File: config.mk
export PLATFORM = sky130hd
export DESIGN_NAME = trig_route
export DESIGN_NICKNAME = d
export VERILOG_FILES = /design/src/rtl/trig_route_pkg.sv /design/src/rtl/trig_route_chan.sv /design/src/rtl/trig_route.sv
export SDC_FILE = /design/constraint.sdc
export NUM_CORES = 1
export LEC_CHECK = 0
export ABC_AREA = 1
export CAP_MARGIN = 30
export CORE_ASPECT_RATIO = 1.5
export CORE_UTILIZATION = 48
export DETAILED_ROUTE_END_ITERATION = 10
export PLACE_DENSITY = 0.83
export SLEW_MARGIN = 20
export SYNTH_ARGS = -nofsm -noshare
export SYNTH_HDL_FRONTEND = slang
export SYNTH_SLANG_ARGS = --single-unit
File: constraint.sdc
create_clock -name target_clk -period 1.4 [get_ports target_clk]
set_clock_uncertainty 0.05 [all_clocks]
set_input_delay 0.21 -clock target_clk [delete_from_list [all_inputs] [get_ports target_clk]]
set_output_delay 0.21 -clock target_clk [all_outputs]
set_load 0.02 [all_outputs]
File: src/rtl/trig_route_pkg.sv
`default_nettype none
// ----------------------------------------------------------------------------
// trig_route_pkg - default widths, invalid-select trigger value, slice helper
// Rev 1.0
// ----------------------------------------------------------------------------
package trig_route_pkg;

  localparam int C_SOURCES         = 4;
  localparam int C_OUTPUTS         = 2;
  localparam int C_SEL_WIDTH       = 2;
  localparam int C_STRETCH_WIDTH   = 8;
  localparam int C_HEARTBEAT_WIDTH = 23;
  localparam int C_COUNT_WIDTH     = 16;

  // Value an output sees when its select points past the last source.
  localparam logic C_INVALID_SEL_TRIG = 1'b0;

  function automatic int sel_lo(input int idx, input int width);
    return idx * width;
  endfunction

endpackage
`default_nettype wire

File: src/rtl/trig_route_chan.sv
`default_nettype none
// ----------------------------------------------------------------------------
// trig_route_chan - one routed output: select/pending, invert, stretch, edge
// counter (built only with TRIG_ROUTE_EDGE_COUNT_EN).   Rev 1.0
// ----------------------------------------------------------------------------
module trig_route_chan
  import trig_route_pkg::*;
#(
  parameter int pSOURCES       = C_SOURCES,
  parameter int pSEL_WIDTH     = C_SEL_WIDTH,
  parameter int pSTRETCH_WIDTH = C_STRETCH_WIDTH,
  parameter int pCOUNT_WIDTH   = C_COUNT_WIDTH
) (
  input  logic                      clk,
  input  logic                      rst_n,
  input  logic [pSOURCES-1:0]       i_sources,
  input  logic [pSEL_WIDTH-1:0]     i_sel,
  input  logic                      i_sel_wr,
  input  logic                      i_invert,
  input  logic [pSTRETCH_WIDTH-1:0] i_stretch,
  input  logic                      i_count_clear,
  output logic                      o_trig,
  output logic                      o_sel_pending,
  output logic [pCOUNT_WIDTH-1:0]   o_edge_count
);

  logic [pSEL_WIDTH-1:0]     r_active_sel;
  logic [pSEL_WIDTH-1:0]     r_pending_sel;
  logic                      r_pending;
  logic                      r_s_d;
  logic                      r_trig;
  logic [pSTRETCH_WIDTH-1:0] r_cnt;
  logic [pSTRETCH_WIDTH-1:0] w_cnt_nxt;
  logic                      w_src;
  logic                      w_valid;
  logic                      w_s;
  logic                      w_rise;
  logic                      w_busy;
  logic                      w_apply;

  always_comb begin
    w_src   = 1'b0;
    w_valid = 1'b0;
    for (int k = 0; k < pSOURCES; k++) begin
      if (r_active_sel == pSEL_WIDTH'(k)) begin
        w_src   = i_sources[k];
        w_valid = 1'b1;
      end
    end
  end

  assign w_s     = w_valid ? (w_src ^ i_invert) : C_INVALID_SEL_TRIG;
  assign w_rise  = w_s & ~r_s_d;
  assign w_busy  = (r_cnt != '0);
  // Switching only while fully idle keeps pulses from being cut or merged.
  assign w_apply = r_pending & ~r_trig & ~w_busy;

  always_comb begin
    w_cnt_nxt = r_cnt;
    if (w_rise) begin
      w_cnt_nxt = (i_stretch == '0) ? '0 : i_stretch - pSTRETCH_WIDTH'(1);
    end else if (w_busy) begin
      w_cnt_nxt = r_cnt - pSTRETCH_WIDTH'(1);
    end
  end

  always_ff @(posedge clk or negedge rst_n) begin
    if (!rst_n) begin
      r_active_sel  <= '0;
      r_pending_sel <= '0;
      r_pending     <= 1'b0;
      r_s_d         <= 1'b0;
      r_trig        <= 1'b0;
      r_cnt         <= '0;
    end else begin
      r_s_d  <= w_s;
      r_cnt  <= w_cnt_nxt;
      r_trig <= w_s | w_busy;
      if (w_apply) begin
        r_active_sel <= r_pending_sel;
      end
      // A write landing on an apply cycle stays pending for the next idle slot.
      if (i_sel_wr) begin
        r_pending_sel <= i_sel;
        r_pending     <= 1'b1;
      end else if (w_apply) begin
        r_pending     <= 1'b0;
      end
    end
  end

  assign o_trig        = r_trig;
  assign o_sel_pending = r_pending;

`ifdef TRIG_ROUTE_EDGE_COUNT_EN
  logic                    r_trig_d;
  logic [pCOUNT_WIDTH-1:0] r_edge_cnt;

  always_ff @(posedge clk or negedge rst_n) begin
    if (!rst_n) begin
      r_trig_d   <= 1'b0;
      r_edge_cnt <= '0;
    end else begin
      r_trig_d <= r_trig;
      if (i_count_clear) begin
        r_edge_cnt <= '0;
      end else if (r_trig & ~r_trig_d & ~(&r_edge_cnt)) begin
        r_edge_cnt <= r_edge_cnt + pCOUNT_WIDTH'(1);
      end
    end
  end

  assign o_edge_count = r_edge_cnt;
`else
  logic w_unused_clear;
  assign w_unused_clear = i_count_clear;
  assign o_edge_count   = '0;
`endif

endmodule
`default_nettype wire

File: src/rtl/trig_route.sv
`default_nettype none
// ----------------------------------------------------------------------------
// trig_route - N-source to M-output trigger router with LED heartbeat;
// edge counters built with TRIG_ROUTE_EDGE_COUNT_EN.   Rev 1.0
// ----------------------------------------------------------------------------
module trig_route
  import trig_route_pkg::*;
#(
  parameter int pSOURCES         = C_SOURCES,
  parameter int pOUTPUTS         = C_OUTPUTS,
  parameter int pSEL_WIDTH       = C_SEL_WIDTH,
  parameter int pSTRETCH_WIDTH   = C_STRETCH_WIDTH,
  parameter int pHEARTBEAT_WIDTH = C_HEARTBEAT_WIDTH,
  parameter int pCOUNT_WIDTH     = C_COUNT_WIDTH
) (
  input  logic                             target_clk,
  input  logic                             resetn,
  input  logic [pSOURCES-1:0]              I_sources,
  input  logic [pOUTPUTS*pSEL_WIDTH-1:0]   I_sel,
  input  logic [pOUTPUTS-1:0]              I_sel_wr,
  input  logic [pOUTPUTS-1:0]              I_invert,
  input  logic [pSTRETCH_WIDTH-1:0]        I_stretch,
  input  logic                             I_count_clear,
  output logic [pOUTPUTS-1:0]              O_trig,
  output logic [pOUTPUTS-1:0]              O_sel_pending,
  output logic [pOUTPUTS*pCOUNT_WIDTH-1:0] O_edge_count,
  output logic                             O_heartbeat
);

  logic [pHEARTBEAT_WIDTH-1:0] r_hb_cnt;
  logic                        w_any_trig;

  for (genvar gi = 0; gi < pOUTPUTS; gi++) begin : g_chan
    trig_route_chan #(
      .pSOURCES       (pSOURCES),
      .pSEL_WIDTH     (pSEL_WIDTH),
      .pSTRETCH_WIDTH (pSTRETCH_WIDTH),
      .pCOUNT_WIDTH   (pCOUNT_WIDTH)
    ) u_chan (
      .clk           (target_clk),
      .rst_n         (resetn),
      .i_sources     (I_sources),
      .i_sel         (I_sel[sel_lo(gi, pSEL_WIDTH) +: pSEL_WIDTH]),
      .i_sel_wr      (I_sel_wr[gi]),
      .i_invert      (I_invert[gi]),
      .i_stretch     (I_stretch),
      .i_count_clear (I_count_clear),
      .o_trig        (O_trig[gi]),
      .o_sel_pending (O_sel_pending[gi]),
      .o_edge_count  (O_edge_count[sel_lo(gi, pCOUNT_WIDTH) +: pCOUNT_WIDTH])
    );
  end

  assign w_any_trig = |O_trig;

  // The LED stops blinking while any trigger is active.
  always_ff @(posedge target_clk or negedge resetn) begin
    if (!resetn) begin
      r_hb_cnt <= '0;
    end else if (!w_any_trig) begin
      r_hb_cnt <= r_hb_cnt + pHEARTBEAT_WIDTH'(1);
    end
  end

  assign O_heartbeat = r_hb_cnt[pHEARTBEAT_WIDTH-1];

endmodule
`default_nettype wire

==> results.json <==
{
  "finish.utilization_pct": 69.2,
  "place_congestion": 0.875,
  "rsz0062_at_grt": "yes",
  "cp_data_arrival_time_ns": 1.64,
  "core_um2": 6620,
  "start_util_pct": 50.4,
  "violations": "setup timing",
  "antenna_found_initial": 0,
  "p_leak_nw": 2.38,
  "die_w_um": 70.1,
  "ant_nets": 0,
  "hold_viol": 0,
  "fmaxAchievable_mhz": 679,
  "avgViaCountPerCell": 5.24,
  "rrSetupSlack_ns": -0.07,
  "drt_wl_total_mm": 8.81,
  "ir_drop_mv": 0.831,
  "cp_max_fo": 5,
  "cp-end-kind": "flip-flop",
  "cts_inserted_buffers": 5,
  "path_clk_slew_ns": 0.11,
  "worstSetupPathType": "reg2reg",
  "timing.hold.worst.class": "in2async",
  "finalNonFillerCells": 603,
  "crit_start": "r_hb_cnt[2]",
  "power_density_nw_per_um2": 1110,
  "pre_cts_ws_ns": -0.360,
  "worst_hold_slack_ns": 0.298,
  "drv_cap": 0,
  "cp.required_ns": 1.56,
  "grtUsageTotal_pct": 20.0,
  "grt_remaining_overflow": 0,
  "fin_ws_ns": -0.0738,
  "die_area_um2": 7300,
  "period_share_pct": 105,
  "fin_nets": 556,
  "final_common_cell": "nand2_1",
  "clock-sinks": 53,
  "num_io_pins": 60,
  "syn_inst": 435,
  "reg2reg_depth": 9,
  "yosys.cell_types.count": 29,
  "ys_seq_area_share_pct": 39.7,
  "fin_crit_ns": 1.47,
  "vias": 3157,
  "drtIter0Drc": 193,
  "slew_viol_final": 0,
  "drc": 0,
  "htree_num_levels": 2,
  "totalPowerFinal_mw": 5.11,
  "antenna_cells": 0,
  "synth_edf_count": 0,
  "clockRootBuffer": "clkbuf_8",
  "rows": 36,
  "async_flop_share_pct": 100,
  "grt_pass1_wl_mm": 12.2,
  "ys_ff_latch": 53,
  "start_kind": "flip-flop",
  "grt_pass1_vias": 2976,
  "cts_buffer_depth": 2,
  "ys_dominant_reg_cell": "dfrtp_1",
  "timing.rr.end": "r_hb_cnt[20]",
  "status": "complete, but fails checks",
  "cts_tree": "built",
  "syn_area_um2": 3340,
  "r2r_start": "r_hb_cnt[2]",
  "placed_cells": 565,
  "worstSkewPairLatency_ns": 0.31,
  "die_y_um": 104,
  "port_buffers": 26,
  "dp_hpwl_mm": 5.26,
  "final_layout_size_suffix_gt1_share_pct": 32.8,
  "setup-violations-final": 17,
  "grt_start_max_net_pins": 41,
  "synth_area_per_cell_um2": 7.67,
  "wl_per_cell_um": 14.6,
  "dr.pass1.iters": 4,
  "syn_to_final_growth_pct": 37.4,
  "final_cell_mix": "nand2_1, buf_4, dfrtp_1",
  "yosysWarnings": 0
}
==> flip-flops by register name, indices dropped and copies added, names as in the netlist <==
signal and count:
g_chan.u_chan.r_cnt 16, r_hb_cnt 23, g_chan.u_chan.r_s_d 2, g_chan.u_chan.r_pending_sel 4, g_chan.u_chan.o_trig 2, g_chan.u_chan.r_active_sel 4
g_chan.u_chan.o_sel_pending 2
==> how the worst max path moves through the flow <==
| stage | endpoint | slack (ns) | depth (start not counted) |
|---|---|---|---|
| after CTS | g_chan[1].u_chan.r_cnt[6] | -0.06 | 8 |
| after global routing | r_hb_cnt[20] | -0.18 | 9 |
| final | r_hb_cnt[20] | -0.07 | 9 |
| after global placement | g_chan[1].u_chan.r_cnt[5] | -0.28 | 8 |
| after floorplan | g_chan[0].u_chan.o_sel_pending | -0.03 | 6 |
| after detailed placement | g_chan[1].u_chan.r_cnt[2] | -0.36 | 9 |
==> Yosys cell counts, types with 8 or more instances <==
master	instances	area share (%)
nand3_1	45	6.7
o21ai_0	10	1.5
nor2_1	33	3.7
nand2_1	113	13
xor2_1	18	4.7
buf_4	36	8.1
dfrtp_1	53	40
inv_1	54	6.1
inv_2	8	0.90
nand4_1	8	1.5
==> routing by layer <==
layer	track usage (%)	vias up	routed length, µm	part of all wire (%)
li1	-	1483	-	-
met5	0	-	0	0
met4	6.43	0	270	3.1
met3	2.91	28	319	3.6
met1	22.0	1544	3080	35
met2	38.5	102	5140	58
==> metrics by stage <==
step / area (µm²) / setup TNS, ns
after detailed placement: 3800 / -4.98
after CTS: 4060 / -0.247
final: 4580 / -0.520
after global routing: 4580 / -2.88
after floorplan: 3450 / -0.0339
after global placement: 3800 / -3.75
==> power breakdown <==
group | switching [mW] | total [mW] | leakage [nW] | internal (mW)
clock | 0.522 | 1.11 | 0.0585 | 0.585
sequential | 0.199 | 1.95 | 0.673 | 1.75
combinational | 1.16 | 2.06 | 1.65 | 0.894
total | 1.89 | 5.11 | 2.38 | 3.23
==> cell type report <==
class,count,area [µm²]
repair buffers,89,764
flip-flops and latches,53,1330
fillers,480,2040
inverters,62,248
well taps,76,95.1
clock buffers,7,86.3
clock inverters,1,30.0
multi-input cells,315,2030
==> what timing repair did <==
action,in CTS,in global routing
gates resized for setup,33,97
setup endpoints to repair,30,40
buffers inserted,7,20
hold buffers,1,0
endpoints found under the hold margin,13,0
pin swaps,8,29
cloned,0,2
==> cell families (layout without fill, tap and decap cells) <==
kind of cell | after synthesis | in the layout | synth area share [%]
fa+ha+maj | 7 | 7 | 2.62
compound gates | 27 | 27 | 4.31
other cells | 1 | 32 | 0.112
flops | 53 | 53 | 39.7
xor+xnor | 25 | 25 | 6.56
buf+inv | 99 | 159 | 15.2
simple gates | 223 | 224 | 31.4
==> critical path, stage by stage, from the launching register on <==
cell	delay (ns)
dfrtp_1	0.42
nand2_1	0.12
inv_1	0.11
nand2_4	0.09
nor2_8	0.15
nand2_4	0.07
nor2_4	0.18
nand3_1	0.09
nand2_1	0.07
nand2_1	0.04
Power figures use the tool's default switching activity.
==> RTL edit 1 (same flow settings) <==
Set the package constant `C_SEL_WIDTH` to 4 (it was 2).
--- a/src/rtl/trig_route_pkg.sv
+++ b/src/rtl/trig_route_pkg.sv
@@ -7,7 +7,7 @@
 
   localparam int C_SOURCES         = 4;
   localparam int C_OUTPUTS         = 2;
-  localparam int C_SEL_WIDTH       = 2;
+  localparam int C_SEL_WIDTH       = 4;
   localparam int C_STRETCH_WIDTH   = 8;
   localparam int C_HEARTBEAT_WIDTH = 23;
   localparam int C_COUNT_WIDTH     = 16;
Ports: changed (resized I_sel); port bits go from 60 to 64. No check against the original RTL was run, so the function may have changed too.
==> RTL edit 1 against the unedited design <==
The flow still finishes with violations (negative setup slack). Sequential cell count increased by 8. Final area increased by 18%. Highest routed layer unchanged. Critical endpoint is now r_hb_cnt[18]. Via count increased by 11%. Worst setup slack got worse by 0.11 ns. Area after synthesis increased by 8.5%. Critical path type unchanged. Routed wire length increased by 19%. First-iteration DRC count increased by 6.2%. Die area increased by 8.3%. Total power increased by 22%. Largest cell class unchanged.
==> RTL edit 1: results (changes against the unedited design) <==
- First-pass GRT wire length: 15100 um (was 12200 um)
- Synth async-reset ratio: 100% (unchanged)
- Max VDD drop: 1.27 mV (was 0.831 mV)
- Largest net degree at the start of global routing: 30 (was 41)
- Seq/Total Area, Yosys: 42.2% (was 39.7%)
- Pleak: 2.75 nW (was 2.38 nW)
- Overall Global Routing Usage: 25.5% (was 20.0%)
- Failing checks: negative setup slack (unchanged)
- Worst-path maximum fanout: 4 (was 5)
- Fill cells: 468 (was 480)
- Iteration-0 DRC Markers: 205 (was 193)
- Hold WS: 0.263 ns (was 0.298 ns)
- Port bufs: 30 (was 26)
- RD Place Congestion: 0.914 (was 0.875)
- Share of layout cells above drive strength 1: 38.8% (was 32.8%)
- Final setup vio count: 40 (was 17)
- Nets: 625 (was 556)
- H-tree depth: 3 (was 2)
- Synth top area cells: dfrtp_1 42%, nand2_1 12%, buf_4 7.5%, inv_1 7.4%, nand3_1 5.1% (was dfrtp_1 40%, nand2_1 13%, buf_4 8.1%, nand3_1 6.7%, inv_1 6.1%)
- TritonCTS buffer count: 9 (was 5)
- Clk_lat worst skew: 0.38 ns (was 0.31 ns)
- Worst slack, placed: -0.486 ns (was -0.360 ns)
- Status: complete, but fails checks (unchanged)
- Top cells by instance count after synthesis: 114 x nand2_1, 71 x inv_1, 61 x dfrtp_1 (was 113 x nand2_1, 54 x inv_1, 53 x dfrtp_1)
- Vias/cell: 5.03 (was 5.24)
- Met2 wire length: 5950 um (was 5140 um)
- Fin worst setup slack: -0.188 ns (was -0.0738 ns)
- Vias in the first global route: 3610 (was 2976)
- WL per Instance: 15.1 um (was 14.6 um)
- Unique masters post-synth: 32 (was 29)
- Routed met3 length: 371 um (was 319 um)
- Routed length on met1: 3670 um (was 3080 um)
-- RTL edit 1: timing repair --
item / in CTS / in global routing
resized for setup: 82 / 85
pin swaps: 25 / 43
buffers inserted: 14 / 19
endpoints found under the setup margin: 47 / 50
gates cloned: 1 / 0
hold buffers: 1 / 0
endpoints found under the hold margin: 13 / 0
-- RTL edit 1: layout make-up --
| class | instances | area share, % |
|---|---|---|
| inverter | 72 | 5.01 |
| clock buffer | 10 | 2.55 |
| timing repair buffer | 123 | 20.4 |
| clock inverter | 6 | 2.04 |
| multi-input combinational | 324 | 39.3 |
| tap | 100 | 2.32 |
| sequential | 61 | 28.4 |
-- RTL edit 1: stage by stage --
| step | TNS [ns] | total power, mW | area (um^2) | cells | utilization [%] |
|---|---|---|---|---|---|
| CTS | -1.50 | 6.01 | 4990 | 681 | 68.6 |
| global placement | -6.57 | 3.69 | 4380 | 649 | 60.2 |
| finish | -3.31 | 6.25 | 5390 | 696 | 74.1 |
| detailed placement | -8.26 | 3.77 | 4380 | 649 | 60.2 |
| floorplan | -0.152 | 3.18 | 3740 | 495 | - |
| global route | -7.14 | 6.55 | 5390 | 696 | 74.1 |
-- RTL edit 1: cells by family (layout without fill, tap and decap cells) --
group | after synthesis | after routing | share of synthesized area (%)
AO/OA/AOI/OAI | 35 | 35 | 5.11
XOR/XNOR | 27 | 27 | 6.53
other | 1 | 32 | 0.104
flip-flops | 61 | 61 | 42.2
AND/OR/NAND/NOR | 220 | 221 | 27.7
multiplexers | 2 | 2 | 0.622
adder cells (fa/ha/maj) | 7 | 7 | 2.42
buffers and inverters | 111 | 211 | 15.3
-- RTL edit 1: final timing paths --
| path | start | end | cells past startpoint |
|---|---|---|---|
| setup / recovery | g_chan[1].u_chan.o_trig | r_hb_cnt[18] | 8 |
| hold / removal | resetn | g_chan[0].u_chan.r_cnt[5] | 2 |
| setup reg to reg | g_chan[1].u_chan.o_trig | r_hb_cnt[18] | 8 |
| hold reg to reg | r_hb_cnt[21] | r_hb_cnt[21] | 2 |
| max in group asynchronous | resetn | g_chan[1].u_chan.o_trig | 3 |
| min in group target_clk | I_stretch[0] | g_chan[0].u_chan.r_cnt[0] | 5 |
-- RTL edit 1: worst max-delay path, stage by stage, from the launching register on --
cell     delay, ns
dfrtp_2       0.44
nor2_4        0.18
buf_6         0.12
buf_6         0.09
nand4_4       0.14
nor2_4        0.19
nand2_2       0.07
xor2_1        0.15
inv_1         0.05
-- RTL edit 1: layer usage --
metal,up-vias,global-route usage [%]
li1,1643,-
met1,1701,24.5
met2,112,48.1
met3,44,5.41
met4,0,15.5
met5,-,0
-- RTL edit 1: power by group --
part	total, mW	switching (mW)	internal [mW]
Sequential	2.16	0.153	2.00
Combinational	2.09	1.14	0.954
Clock	2.00	0.773	1.23
Total	6.25	2.06	4.18
==> RTL edit 2 (same settings) <==
Made on the original files. Put a register stage on the output `O_edge_count`. The value now appears one clock later. The other outputs are not delayed to match.
--- a/src/rtl/trig_route.sv
+++ b/src/rtl/trig_route.sv
@@ -27,6 +27,8 @@
   output logic                             O_heartbeat
 );
 
+  logic [pOUTPUTS*pCOUNT_WIDTH-1:0] O_edge_count_d;
+
   logic [pHEARTBEAT_WIDTH-1:0] r_hb_cnt;
   logic                        w_any_trig;
 
@@ -47,7 +49,7 @@
       .i_count_clear (I_count_clear),
       .o_trig        (O_trig[gi]),
       .o_sel_pending (O_sel_pending[gi]),
-      .o_edge_count  (O_edge_count[sel_lo(gi, pCOUNT_WIDTH) +: pCOUNT_WIDTH])
+      .o_edge_count  (O_edge_count_d[sel_lo(gi, pCOUNT_WIDTH) +: pCOUNT_WIDTH])
     );
   end
 
@@ -64,6 +66,10 @@
 
   assign O_heartbeat = r_hb_cnt[pHEARTBEAT_WIDTH-1];
 
+  always_ff @(posedge target_clk) begin
+    O_edge_count <= O_edge_count_d;
+  end
+
 endmodule
 `default_nettype wire
 
Behaviour: unchanged (Yosys induction, for registers that start in step).
==> RTL edit 2 against the unedited design <==
Sequential share of layout area decreased by 0.27 points. Worst setup slack got worse by 0.056 ns. The run ends with design-rule violations, negative setup slack left. Die area up 1.1%. Sequential cell count did not move. Total power decreased by 1.8%. Highest routed layer unchanged. Final area rose by 0.66%. Via count down 0.63%. Largest power group unchanged. Area after synthesis increased by 1.1%. Largest cell class unchanged. Routed wire length down 3.3%.
==> RTL edit 2: results (changes against the unedited design) <==
- Share of layout cells above drive strength 1: 31.2% (was 32.8%)
- Failing checks: design-rule violations, negative setup slack (was negative setup slack)
- DRC Markers: 13 (was 0)
- First-pass GRT wire length: 12400 um (was 12200 um)
- Top cells by instance count after synthesis: 125 x nand2_1, 63 x inv_1, 53 x dfrtp_1 (was 113 x nand2_1, 54 x inv_1, 53 x dfrtp_1)
- Iteration-0 DRC Markers: 167 (was 193)
- Worst-path maximum fanout: 4 (was 5)
- Detailed Place HPWL: 5070 um (was 5260 um)
- Critical path class: flop to flop (unchanged)
- Slowest cell on crit path: dfrtp_1 (unchanged)
- Status: complete, but fails checks (unchanged)
- Worst r2r dst: r_hb_cnt[22] (was r_hb_cnt[20])
- Total wire length: 8520 um (was 8810 um)
- TritonCTS buffer count: 5 (unchanged)
- Unique masters post-synth: 26 (was 29)
- TNS Setup: -1.58 ns (was -0.520 ns)
- H-tree depth: 2 (unchanged)
- Worst slack, placed: -0.394 ns (was -0.360 ns)
- Total number of vias: 3137 (was 3157)
- Reg-to-Reg Start: r_hb_cnt[3] (was r_hb_cnt[2])
- Seq/Total Area, Yosys: 39.3% (was 39.7%)
- Reg2reg path depth: 8 (was 9)
- First-pass DRT Iterations: 8 (was 4)
- Pleak: 2.29 nW (was 2.38 nW)
- Synth Warn #: 0 (unchanged)
- Synth top area cells: dfrtp_1 39%, nand2_1 14%, buf_4 8.0%, inv_1 7.0%, nand3_1 6.8% (was dfrtp_1 40%, nand2_1 13%, buf_4 8.1%, nand3_1 6.7%, inv_1 6.1%)
- Hold WS: 0.367 ns (was 0.298 ns)
- CP peak stage delay: 0.44 ns (was 0.42 ns)
- WP data arrival: 1.68 ns (was 1.64 ns)
- Max VDD drop: 1.11 mV (was 0.831 mV)
- Worst-path clk slew: 0.10 ns
- Fin worst setup slack: -0.130 ns (was -0.0738 ns)
- Overall Global Routing Usage: 20.6% (was 20.0%)
- Initial antenna violation count: 0 (unchanged)
- Clock Path Buffers: 2 (unchanged)
- Main synth FF type: dfrtp_1 (unchanged)
- RD Place Congestion: 0.874 (was 0.875)
- Fill cells: 494 (was 480)
- Nets: 571 (was 556)
- Largest net degree at the start of global routing: 54 (was 41)
- Root buf cell: clkbuf_8 (unchanged)
- Port bufs: 26 (unchanged)
- Clk_lat worst skew: 0.31 ns (about the same)
- Worst hold-check path type: primary input to async pin (unchanged)
- Final setup vio count: 27 (was 17)
[RTL edit 2: cell count changes after synthesis, sizes merged, moves of 2 or more]
cell,unedited run,this run
a21oi,7,4
inv,62,66
nand2,116,127
nand3,49,52
nand4,9,5
nor2,38,41
nor3,8,10
o21ai,17,14
xnor2,7,9
xor2,18,16
[RTL edit 2: how the worst max path moves through the flow]
stage | endpoint | slack [ns]
6_report | r_hb_cnt[22] | -0.13
5_1_grt | r_hb_cnt[22] | -0.19
4_1_cts | r_hb_cnt[22] | -0.09
3_5_place_dp | g_chan[1].u_chan.r_cnt[0] | -0.39
3_3_place_gp | g_chan[1].u_chan.r_cnt[0] | -0.28
2_1_floorplan | r_hb_cnt[22] | -0.02
[RTL edit 2: cell families after synthesis]
kind of cell,after synthesis,synth area share [%]
simple gates,239,32.9
fa+ha+maj,7,2.60
other cells,1,0.111
flops,53,39.3
buf+inv,102,15.4
xor+xnor,25,6.49
compound gates,21,3.30
[RTL edit 2: where the power goes]
group          switching (mW)  internal (mW)  leakage (nW)
clock network           0.515          0.584        0.0585
registers               0.160           1.76         0.675
logic                    1.18          0.822          1.56
total                    1.86           3.16          2.29
[RTL edit 2: layout make-up]
type / count / area (um^2) / share of cell area, %
multi-input cells: 325 / 2050 / 44.4
clock inverters: 1 / 30.0 / 0.651
repair buffers: 90 / 769 / 16.7
inverters: 66 / 253 / 5.48
flip-flops and latches: 53 / 1330 / 28.8
clock buffers: 7 / 86.3 / 1.87
well taps: 78 / 97.6 / 2.11
[RTL edit 2: worst max-delay path, delay by kind of cell (launching register included)]
kind	cells	cell delay, ns
buf+inv	1	0.15
flops	1	0.44
simple gates	7	0.79
[RTL edit 2: what timing repair did]
| action | in CTS | in global routing |
|---|---|---|
| cloned | 0 | 1 |
| gates resized for setup | 47 | 77 |
| hold buffers | 1 | 0 |
| pin swaps | 19 | 32 |
| setup buffers | 9 | 18 |
| setup endpoints to repair | 34 | 43 |
| hold endpoints to repair | 53 | 0 |
[RTL edit 2: metal layers]
| metal | vias to the layer above | wire, um | GRT usage (%) |
|---|---|---|---|
| met2 | 96 | 4920 | 42.2 |
| met1 | 1486 | 2990 | 19.7 |
| met4 | 0 | 379 | 8.45 |
| li1 | 1513 | - | - |
| met3 | 42 | 231 | 2.70 |
| met5 | - | 0 | 0 |
[RTL edit 2: through the flow]
stage | instances | cell area, um^2 | utilization, %
finish | 620 | 4610 | 67.3
global route | 620 | 4610 | 67.3
CTS | 603 | 4190 | 61.1
detailed placement | 585 | 3870 | 56.5
global placement | 585 | 3870 | 56.5
floorplan | 479 | 3490 | -
